**config.mk**
```make
export PLATFORM = sky130hd
export DESIGN_NAME = sha256_block_engine_flat
export DESIGN_NICKNAME = d
export VERILOG_FILES = /design/src/rtl/sha256_block_engine_pkg.sv /design/src/rtl/sha256_block_engine_if.sv /design/src/rtl/sha256_block_engine_round.sv /design/src/rtl/sha256_block_engine.sv /design/src/flat_wrapper.sv
export SDC_FILE = /design/constraint.sdc
export NUM_CORES = 2
export LEC_CHECK = 0
export ABC_CLOCK_PERIOD_IN_PS = 8000
export BUFFER_PORTS_ARGS = -buffer_cell sky130_fd_sc_hd__buf_2
export CORE_MARGIN = 2
export CORE_UTILIZATION = 55
export CTS_BUF_LIST = sky130_fd_sc_hd__clkbuf_16
export CTS_CLUSTER_SIZE = 24
export DETAILED_ROUTE_END_ITERATION = 10
export PLACE_DENSITY = 0.83
export SYNTH_ARGS = -nofsm -noshare
export SYNTH_HDL_FRONTEND = slang
export SYNTH_SLANG_ARGS = --single-unit
```
**constraint.sdc**
```tcl
create_clock -name clk -period 8 [get_ports clk]
set_input_delay 0 -clock clk [delete_from_list [all_inputs] [get_ports clk]]
set_output_delay 0 -clock clk [all_outputs]
set_load 0.1 [all_outputs]
```
**src/rtl/sha256_block_engine_pkg.sv**
```systemverilog
// Shared types, constants and SHA-256 bit functions for the block engine.
//   word_t    : 32-bit working word
//   work_t    : eight-word working/chaining state, field a (H0) in the MSBs
//   state_t   : engine FSM states {IDLE, ROUND, ADD}
//   K, IV     : FIPS 180-4 round constants and initial hash value
package sha256_block_engine_pkg;

  localparam int unsigned WORD_W   = 32;
  localparam int unsigned BLK_W    = 512;
  localparam int unsigned DIG_W    = 256;
  localparam int unsigned N_ROUNDS = 64;
  localparam int unsigned N_SCHED  = 16;
  localparam int unsigned N_WORK   = 8;

  typedef logic [WORD_W-1:0] word_t;

  typedef struct packed {
    word_t a;
    word_t b;
    word_t c;
    word_t d;
    word_t e;
    word_t f;
    word_t g;
    word_t h;
  } work_t;

  typedef enum logic [1:0] {
    IDLE  = 2'd0,
    ROUND = 2'd1,
    ADD   = 2'd2
  } state_t;

  localparam word_t K [N_ROUNDS] = '{
    32'h428a2f98, 32'h71374491, 32'hb5c0fbcf, 32'he9b5dba5,
    32'h3956c25b, 32'h59f111f1, 32'h923f82a4, 32'hab1c5ed5,
    32'hd807aa98, 32'h12835b01, 32'h243185be, 32'h550c7dc3,
    32'h72be5d74, 32'h80deb1fe, 32'h9bdc06a7, 32'hc19bf174,
    32'he49b69c1, 32'hefbe4786, 32'h0fc19dc6, 32'h240ca1cc,
    32'h2de92c6f, 32'h4a7484aa, 32'h5cb0a9dc, 32'h76f988da,
    32'h983e5152, 32'ha831c66d, 32'hb00327c8, 32'hbf597fc7,
    32'hc6e00bf3, 32'hd5a79147, 32'h06ca6351, 32'h14292967,
    32'h27b70a85, 32'h2e1b2138, 32'h4d2c6dfc, 32'h53380d13,
    32'h650a7354, 32'h766a0abb, 32'h81c2c92e, 32'h92722c85,
    32'ha2bfe8a1, 32'ha81a664b, 32'hc24b8b70, 32'hc76c51a3,
    32'hd192e819, 32'hd6990624, 32'hf40e3585, 32'h106aa070,
    32'h19a4c116, 32'h1e376c08, 32'h2748774c, 32'h34b0bcb5,
    32'h391c0cb3, 32'h4ed8aa4a, 32'h5b9cca4f, 32'h682e6ff3,
    32'h748f82ee, 32'h78a5636f, 32'h84c87814, 32'h8cc70208,
    32'h90befffa, 32'ha4506ceb, 32'hbef9a3f7, 32'hc67178f2
  };

  localparam word_t IV [N_WORK] = '{
    32'h6a09e667, 32'hbb67ae85, 32'h3c6ef372, 32'ha54ff53a,
    32'h510e527f, 32'h9b05688c, 32'h1f83d9ab, 32'h5be0cd19
  };

  localparam work_t IV_STATE = work_t'{IV[0], IV[1], IV[2], IV[3],
                                       IV[4], IV[5], IV[6], IV[7]};

  function automatic word_t rotr(input word_t x, input int unsigned n);
    return (x >> n) | (x << (WORD_W - n));
  endfunction

  function automatic word_t big_sigma0(input word_t x);
    return rotr(x, 2) ^ rotr(x, 13) ^ rotr(x, 22);
  endfunction

  function automatic word_t big_sigma1(input word_t x);
    return rotr(x, 6) ^ rotr(x, 11) ^ rotr(x, 25);
  endfunction

  function automatic word_t small_sigma0(input word_t x);
    return rotr(x, 7) ^ rotr(x, 18) ^ (x >> 3);
  endfunction

  function automatic word_t small_sigma1(input word_t x);
    return rotr(x, 17) ^ rotr(x, 19) ^ (x >> 10);
  endfunction

  function automatic word_t ch(input word_t x, input word_t y, input word_t z);
    return (x & y) ^ (~x & z);
  endfunction

  function automatic word_t maj(input word_t x, input word_t y, input word_t z);
    return (x & y) ^ (x & z) ^ (y & z);
  endfunction

  // Word-wise modulo-2^32 add used for the end-of-block chain update.
  function automatic work_t add_work(input work_t x, input work_t y);
    work_t r;
    r.a = x.a + y.a;
    r.b = x.b + y.b;
    r.c = x.c + y.c;
    r.d = x.d + y.d;
    r.e = x.e + y.e;
    r.f = x.f + y.f;
    r.g = x.g + y.g;
    r.h = x.h + y.h;
    return r;
  endfunction

endpackage

```
**src/rtl/sha256_block_engine_if.sv**
```systemverilog
// Block-in / digest-out bundle between the padder (master) and the engine (slave).
//   blk_valid/blk_ready : block handshake, accepted when both high on a rising edge
//   blk_data            : padded 512-bit block, W0 in [511:480]
//   blk_first/blk_last  : message start (reload IV) / message end (publish digest)
//   digest/digest_valid : final hash (H0 in [255:224]) and its valid flag
//   busy                : engine is processing an accepted block
interface sha256_block_engine_if;
  import sha256_block_engine_pkg::*;

  logic             blk_valid;
  logic             blk_ready;
  logic [BLK_W-1:0] blk_data;
  logic             blk_first;
  logic             blk_last;
  logic [DIG_W-1:0] digest;
  logic             digest_valid;
  logic             busy;

  modport master (
    output blk_valid, blk_data, blk_first, blk_last,
    input  blk_ready, digest, digest_valid, busy
  );

  modport slave (
    input  blk_valid, blk_data, blk_first, blk_last,
    output blk_ready, digest, digest_valid, busy
  );

endinterface

```
**src/rtl/sha256_block_engine_round.sv**
```systemverilog
// One combinational SHA-256 compression round.
//   st_i : working variables a..h before the round
//   k_i  : round constant K[t]
//   w_i  : schedule word W[t]
//   st_o : working variables after the round
module sha256_round
  import sha256_block_engine_pkg::*;
(
  input  work_t st_i,
  input  word_t k_i,
  input  word_t w_i,
  output work_t st_o
);

  word_t t1_c;
  word_t t2_c;

  always_comb begin
    t1_c   = st_i.h + big_sigma1(st_i.e) + ch(st_i.e, st_i.f, st_i.g) + k_i + w_i;
    t2_c   = big_sigma0(st_i.a) + maj(st_i.a, st_i.b, st_i.c);
    st_o.a = t1_c + t2_c;
    st_o.b = st_i.a;
    st_o.c = st_i.b;
    st_o.d = st_i.c;
    st_o.e = st_i.d + t1_c;
    st_o.f = st_i.e;
    st_o.g = st_i.f;
    st_o.h = st_i.g;
  end

endmodule

```
**src/rtl/sha256_block_engine.sv**
```systemverilog
// Iterative SHA-256 compression engine for pre-padded multi-block messages.
// Runs ROUNDS_PER_CYCLE rounds per clock, chains H across blocks and publishes
// the digest after the block flagged last.
//   clk   : clock, all state on rising edge
//   reset : asynchronous active-low reset
//   bus   : block handshake and digest outputs (slave side)
module sha256_block_engine
  import sha256_block_engine_pkg::*;
#(
  parameter int unsigned ROUNDS_PER_CYCLE = 1
)
(
  input  logic                 clk,
  input  logic                 reset,
  sha256_block_engine_if.slave bus
);

  localparam int unsigned R      = ROUNDS_PER_CYCLE;
  localparam int unsigned EXT_N  = N_SCHED + R;
  localparam logic [5:0]  T_STEP = 6'(R);
  localparam logic [5:0]  T_LAST = 6'(N_ROUNDS - R);

  if (!(R == 1 || R == 2 || R == 4)) begin : g_bad_rounds
    $error("sha256_block_engine: ROUNDS_PER_CYCLE must be 1, 2 or 4");
  end

  state_t      state;
  logic [5:0]  t_q;
  word_t       win_q [N_SCHED];
  work_t       work_q;
  work_t       h_q;
  logic        last_q;

  word_t       ext_c [EXT_N];
  work_t       rnd_out_c;
  work_t       hsum_c;

  // Schedule window extended by R freshly expanded words; later words may
  // depend on words expanded earlier in the same cycle.
  always_comb begin
    for (int unsigned i = 0; i < N_SCHED; i++) begin
      ext_c[i] = win_q[i];
    end
    for (int unsigned i = N_SCHED; i < EXT_N; i++) begin
      ext_c[i] = small_sigma1(ext_c[i-2]) + ext_c[i-7] +
                 small_sigma0(ext_c[i-15]) + ext_c[i-16];
    end
  end

  // Chain of R rounds per clock, round j uses K[t+j] and W[t+j].
  for (genvar j = 0; j < int'(R); j++) begin : g_rnd
    work_t st_in;
    work_t st_out;
    if (j == 0) begin : g_head
      assign st_in = work_q;
    end else begin : g_link
      assign st_in = g_rnd[j-1].st_out;
    end
    sha256_round u_round (
      .st_i (st_in),
      .k_i  (K[6'(t_q + 6'(j))]),
      .w_i  (ext_c[j]),
      .st_o (st_out)
    );
  end

  assign rnd_out_c = g_rnd[R-1].st_out;
  assign hsum_c    = add_work(h_q, work_q);

  // FSM, datapath registers and registered outputs.
  always_ff @(posedge clk or negedge reset) begin
    if (!reset) begin
      state            <= IDLE;
      t_q              <= '0;
      work_q           <= '0;
      h_q              <= IV_STATE;
      last_q           <= 1'b0;
      for (int unsigned i = 0; i < N_SCHED; i++) begin
        win_q[i] <= '0;
      end
      bus.blk_ready    <= 1'b0;
      bus.digest       <= '0;
      bus.digest_valid <= 1'b0;
      bus.busy         <= 1'b0;
    end else begin
      case (state)
        IDLE: begin
          bus.blk_ready <= 1'b1;
          if (bus.blk_valid && bus.blk_ready) begin
            for (int unsigned i = 0; i < N_SCHED; i++) begin
              win_q[i] <= bus.blk_data[BLK_W-1-WORD_W*i -: WORD_W];
            end
            // A first block starts from IV; otherwise continue the chain.
            work_q           <= bus.blk_first ? IV_STATE : h_q;
            if (bus.blk_first) begin
              h_q <= IV_STATE;
            end
            last_q           <= bus.blk_last;
            t_q              <= '0;
            bus.digest_valid <= 1'b0;
            bus.busy         <= 1'b1;
            bus.blk_ready    <= 1'b0;
            state            <= ROUND;
          end
        end
        ROUND: begin
          work_q <= rnd_out_c;
          for (int unsigned i = 0; i < N_SCHED; i++) begin
            win_q[i] <= ext_c[i+R];
          end
          t_q <= t_q + T_STEP;
          if (t_q == T_LAST) begin
            state <= ADD;
          end
        end
        ADD: begin
          h_q      <= hsum_c;
          bus.busy <= 1'b0;
          if (last_q) begin
            bus.digest       <= hsum_c;
            bus.digest_valid <= 1'b1;
          end
          bus.blk_ready <= 1'b1;
          state         <= IDLE;
        end
        default: begin
          state <= IDLE;
        end
      endcase
    end
  end

endmodule
```
**src/flat_wrapper.sv**
```systemverilog
// flat-port wrapper written by rule: the top's interface ports become plain ports
module sha256_block_engine_flat import sha256_block_engine_pkg::*;
#(
  parameter int unsigned ROUNDS_PER_CYCLE = 1
)
  (clk, reset, bus_blk_valid, bus_blk_data, bus_blk_first, bus_blk_last, bus_blk_ready, bus_digest, bus_digest_valid, bus_busy);
  sha256_block_engine_if bus_i ();
  input  logic clk;
  input  logic reset;
  input wire logic [$bits(bus_i.blk_valid)-1:0] bus_blk_valid;
  input wire logic [$bits(bus_i.blk_data)-1:0] bus_blk_data;
  input wire logic [$bits(bus_i.blk_first)-1:0] bus_blk_first;
  input wire logic [$bits(bus_i.blk_last)-1:0] bus_blk_last;
  output wire logic [$bits(bus_i.blk_ready)-1:0] bus_blk_ready;
  output wire logic [$bits(bus_i.digest)-1:0] bus_digest;
  output wire logic [$bits(bus_i.digest_valid)-1:0] bus_digest_valid;
  output wire logic [$bits(bus_i.busy)-1:0] bus_busy;
  assign bus_i.blk_valid = bus_blk_valid;
  assign bus_i.blk_data = bus_blk_data;
  assign bus_i.blk_first = bus_blk_first;
  assign bus_i.blk_last = bus_blk_last;
  assign bus_blk_ready = bus_i.blk_ready;
  assign bus_digest = bus_i.digest;
  assign bus_digest_valid = bus_i.digest_valid;
  assign bus_busy = bus_i.busy;
  sha256_block_engine #(.ROUNDS_PER_CYCLE(ROUNDS_PER_CYCLE)) u_core (.clk(clk), .reset(reset), .bus(bus_i));
endmodule
```
==> results of run 1 <==
==> per-layer routing <==
metal  overflow  GRT usage [%]
met5          0           14.6
met4         34           41.3
met3          1           31.9
met2         46           72.2
met1          0           61.4
==> cell families after synthesis <==
group / share of synthesized area [%]
AOI/OAI and AO/OA: 20.9
xor gates and xnor gates: 6.29
adders and majority gates: 11.1
buffers and inverters: 4.59
DFF: 40.8
muxes: 0.815
and+or+nand+nor: 15.5
==> metrics by stage <==
| step | hold slack [ns] | instance area (sq um) | worst slack (ns) |
|---|---|---|---|
| 3_5_place_dp | 0.121 | 88200 | -0.538 |
| 2_1_floorplan | -0.296 | 79700 | 0.0492 |
| 4_1_cts | 0.0000506 | 103000 | -0.0278 |
| 3_3_place_gp | 0.123 | 88200 | -0.424 |
==> what timing repair did <==
item / 4_1_cts
pin swaps: 36
endpoints found under the hold margin: 830
endpoints found under the setup margin: 16
hold buffers: 899
resized for setup: 92
buffers inserted: 20
==> impl_results.md, run 1 <==
- Outcome: aborted with a tool error
- Stage reached: 5_1_grt
- Stop err: [ERROR GRT-0116] Global routing finished with congestion. Check the congestion regions in the DRC Viewer.
- Synth Instances: roughly 9,000
- Synth Flop Type: dfrtp_1
- Placer congestion estimate: a little over 1
- Synthesized area: 79,600 sq um
- Die width: 385 microns
- Number of global-route vias before repair: 88,900
- # placed instances: 11,600
- Number of flops mapped to enable cells by yosys: 0
- Ports: 776
- GRT Total Usage: 54.0%
- Gr ovfl total: 81
- Register area share after synthesis: 40.8%
- Syn Nets: a little over 10,000
- Most common cell in the netlist: nand2_1
- Port buffer count: slightly below 800
- Initial Util: 55.4%
- Area contributors post-synth: dfrtp_1, nand2_1, ha_1
- Ys Warns: 0
- First-pass GRT wire length: 582 mm
- FP Rows: 139
- Mean post-synth cell area: just under 9 sq um
- Ys async rst share: 100%
- Area leader, netlist: dfrtp_1
- Post-synth top cells: nand2_1, dfrtp_1, o21ai_0
- #FFs+latches synth: 1,292
- Dpl hpwl: 241 mm
- # clock sinks: 1,292
- Die height: ~380 microns
- CTS max path bufs: 3
- Root Buffer: clkbuf_16
- TritonCTS Buffers: roughly 140
- Largest net degree at the start of global routing: roughly 250
- Share of the synthesized area in the top cell type: 36.3%
- Netlist cell types: 107
- Number of H-tree levels: 4
==> inputs of run 2 (changes only) <==
- ABC_CLOCK_PERIOD_IN_PS: 8000 -> 10400
- CORE_UTILIZATION: 55 -> 40
- CTS_BUF_LIST: sky130_fd_sc_hd__clkbuf_16 -> not set
- CTS_CLUSTER_SIZE: 24 -> not set
- PLACE_DENSITY: 0.83 -> not set
- PLACE_DENSITY_LB_ADDON: not set -> 0.15
- clock period: 8 -> 10.4 ns (I/O delays scaled with it)
==> run 2 against run 1 <==
Compared with the run above: the flow now finishes without violations; synthesized cell count stayed put; area after synthesis stayed put.
==> impl_results.md, run 2 <==
- RSZ-0062 raised after global routing: false
- Most frequent cells in the layout: nand2_1, dfrtp_1, dlygate4sd3_1, o21ai_0, buf_2
- Reg2reg end: u_core.g_rnd[0].st_in[255]
- Routed Antenna Nets: 0
- Routed vias/inst: 5.73
- Netlist cell types: 107
- Largest net degree at the start of global routing: approximately 210
- Max_cap viols: 0
- Reg clk slew, reported paths: 0.06 ns
- Worst path max stage delay: 0.50 ns
- CP bufs+invs: 5
- Startpoint types: flop
- Final WL: 348 mm
- Uppermost layer routed: met5
- Final Hold Vio Count: 0
- Hold Path Stages: 4
- WHS Endpoint: u_core.ext_c[500]
- WL/cell: 26.3 microns
- Die width: 450 microns
- Final min period: 9.00 ns
- DRC: 0
- Number of H-tree levels: 4
- Detailed-route via count: ~76,000
- Synth Area in Adders: 11.1%
- TritonCTS Buffers: around 150
- Gr ovfl total: 0
- Compound-cell area share of the yosys netlist: 20.9%
- Outcome: finished, final reports clean
- Most common cell in the netlist: nand2_1
- Worst slew pin tran: 1.18 ns
- CP Capture Type: flop
- Share of the synthesized area in the top cell type: 36.3%
- Register area share after synthesis: 40.8%
- Post-layout util: 51.0%
- Final Skew: 0.0350 ns
- # clock sinks: 1,292
- CP delay by family, top: compound AO/OA/AOI/OAI gates
- Port buffer count: 775
- #FFs+latches synth: around 1,300
- Setup Total Neg Slack: 0 ns
- Area leader, netlist: dfrtp_1
- Number of global-route vias before repair: 74,700
- CP max FO: 19
- Leading cell type in the layout, fill and taps excluded: nand2_1
- Ports: 776
- Post-Synth XOR/XNOR Area: ~6.3%
- Max FFs per register: slightly above 500
- Clk_lat worst skew: 0.84 ns
- Main combinational cell family by area after synthesis: compound AO/OA/AOI/OAI gates
- Final Cell Area: roughly 100,000 sq um
- Fin. max-slew vios: 0
- Synth Area in Simple Gates: between 10% and 20%
- Placed Area: 85,800 sq um
- Mean post-synth cell area: 8.85 sq um
- Arr. time, crit path: 9.67 ns
- Maximum operating frequency: 111 MHz
- R2R Setup Slk: between 1 and 1.5 ns
- CTS tree: built
- Layout Nets: 11,500
- Setup Viol. Count Final: 0
- CTS resizes: 0
- Ys Warns: 0
- Syn Nets: ~10,000
- Ys async rst share: 100%
- Hold Crit Class: input port to flop
- First-pass GRT wire length: around 500 mm
- Met1 WL: 148 mm
- Core Footprint: 198,000 sq um
- Share of layout cells above drive strength 1: 12.9%
- Synthesized area: approximately 80,000 sq um
- Initial antenna violation count: 61
- Dpl hpwl: 249 mm
- Drt pass-1 iters: 9
- Area contributors post-synth: dfrtp_1, nand2_1, ha_1
- Hold path startpoint: bus_blk_data[468]
- Post-synth top cells: nand2_1, dfrtp_1, o21ai_0
- FP Rows: approximately 160
- R2r worst-path depth: 34
- Number of flops mapped to enable cells by yosys: 0
- Placer congestion estimate: 0.965
- DR WL met2: ~160 mm
- Root Buffer: clkbuf_16
- CTS max path bufs: 3
- Met3 WL: ~25 mm
- Most frequent CP cell: a21oi_1
- Setup Crit Path Kind: flop to flop
- Reg-to-reg startpoint: u_core.t_q[1]
- Req. time, crit path: 11.07 ns
- Number of DRC markers in iteration 0: 8,280
- Slowest CP cell: ha_1
- Mux share of post-synthesis cell area: less than 1%
- Synth Flop Type: dfrtp_1
- Die area: between 200,000 and 250,000 sq um
- Slew Limit Headroom: 18.8%
- Area grow syn2layout: 26.4%
- Crit share post-route: between 80% and 90%
- Initial Util: 40.3%
- Synth Instances: 8,999
- Die height: 450 microns
- GRT Total Usage: 33.4%
run 2: cell counts after synthesis:
Identical to the previous run, type by type.
run 2: tightest hold or removal path: stages:
cell,delay (ns)
dlygate4sd3_1,0.54
buf_2,0.10
a22oi_1,0.08
nand2_1,0.07
run 2: worst max path at each step:
stage / slack, ns / to / cells past startpoint / startpoint
2_1_floorplan: 2.07 / u_core.g_rnd[0].st_in[255] / 35 / u_core.t_q[0]
3_3_place_gp: 1.46 / u_core.g_rnd[0].st_in[255] / 33 / u_core.t_q[0]
3_5_place_dp: 1.46 / u_core.g_rnd[0].st_in[255] / 33 / u_core.t_q[0]
4_1_cts: 1.41 / u_core.g_rnd[0].st_in[255] / 33 / u_core.t_q[0]
5_1_grt: 1.0 / u_core.g_rnd[0].st_in[255] / 35 / u_core.t_q[0]
6_report: 1.40 / u_core.g_rnd[0].st_in[255] / 34 / u_core.t_q[1]
run 2: stage by stage:
step                      hold slack, ns  instances  setup WS, ns
after detailed placement          0.0597      12000          1.46
after global routing             0.00392      13200         0.995
after CTS                        0.00312      13200          1.41
final                             0.0180      13200          1.40
after floorplan                   -0.296       8999          2.07
after global placement            0.0541      12000          1.46
run 2: final cells by class:
class | instances | area, sq um
fill | 18200 | 96900
multi-input combinational | 6738 | 43600
sequential | 1292 | 32500
timing repair buffer | 1856 | 14600
clock buffer | 231 | 4510
tap | 2640 | 3300
inverter | 382 | 1430
clock inverter | 52 | 658
antenna | 56 | 140
run 2: routing by layer:
| metal | track usage [%] | vias to the layer above |
|---|---|---|
| li1 | - | 34200 |
| met1 | 45.5 | 37600 |
| met2 | 51.9 | 3278 |
| met3 | 5.93 | 813 |
| met4 | 15.0 | 10 |
| met5 | 0 | - |
run 2: logic make-up after synthesis:
| group | after synthesis |
|---|---|
| buffers and inverters | 969 |
| xor gates and xnor gates | 566 |
| AOI/OAI and AO/OA | 2601 |
| and+or+nand+nor | 2923 |
| muxes | 56 |
| adders and majority gates | 592 |
| DFF | 1292 |
run 2: timing repair:
item	4_1_cts	5_1_grt
buffers inserted	0	0
hold buffers	954	0
endpoints found under the hold margin	835	0
Power of run 2 is not shown: default switching activity piles up to over one toggle a cycle in this logic, so the estimate is an artifact.
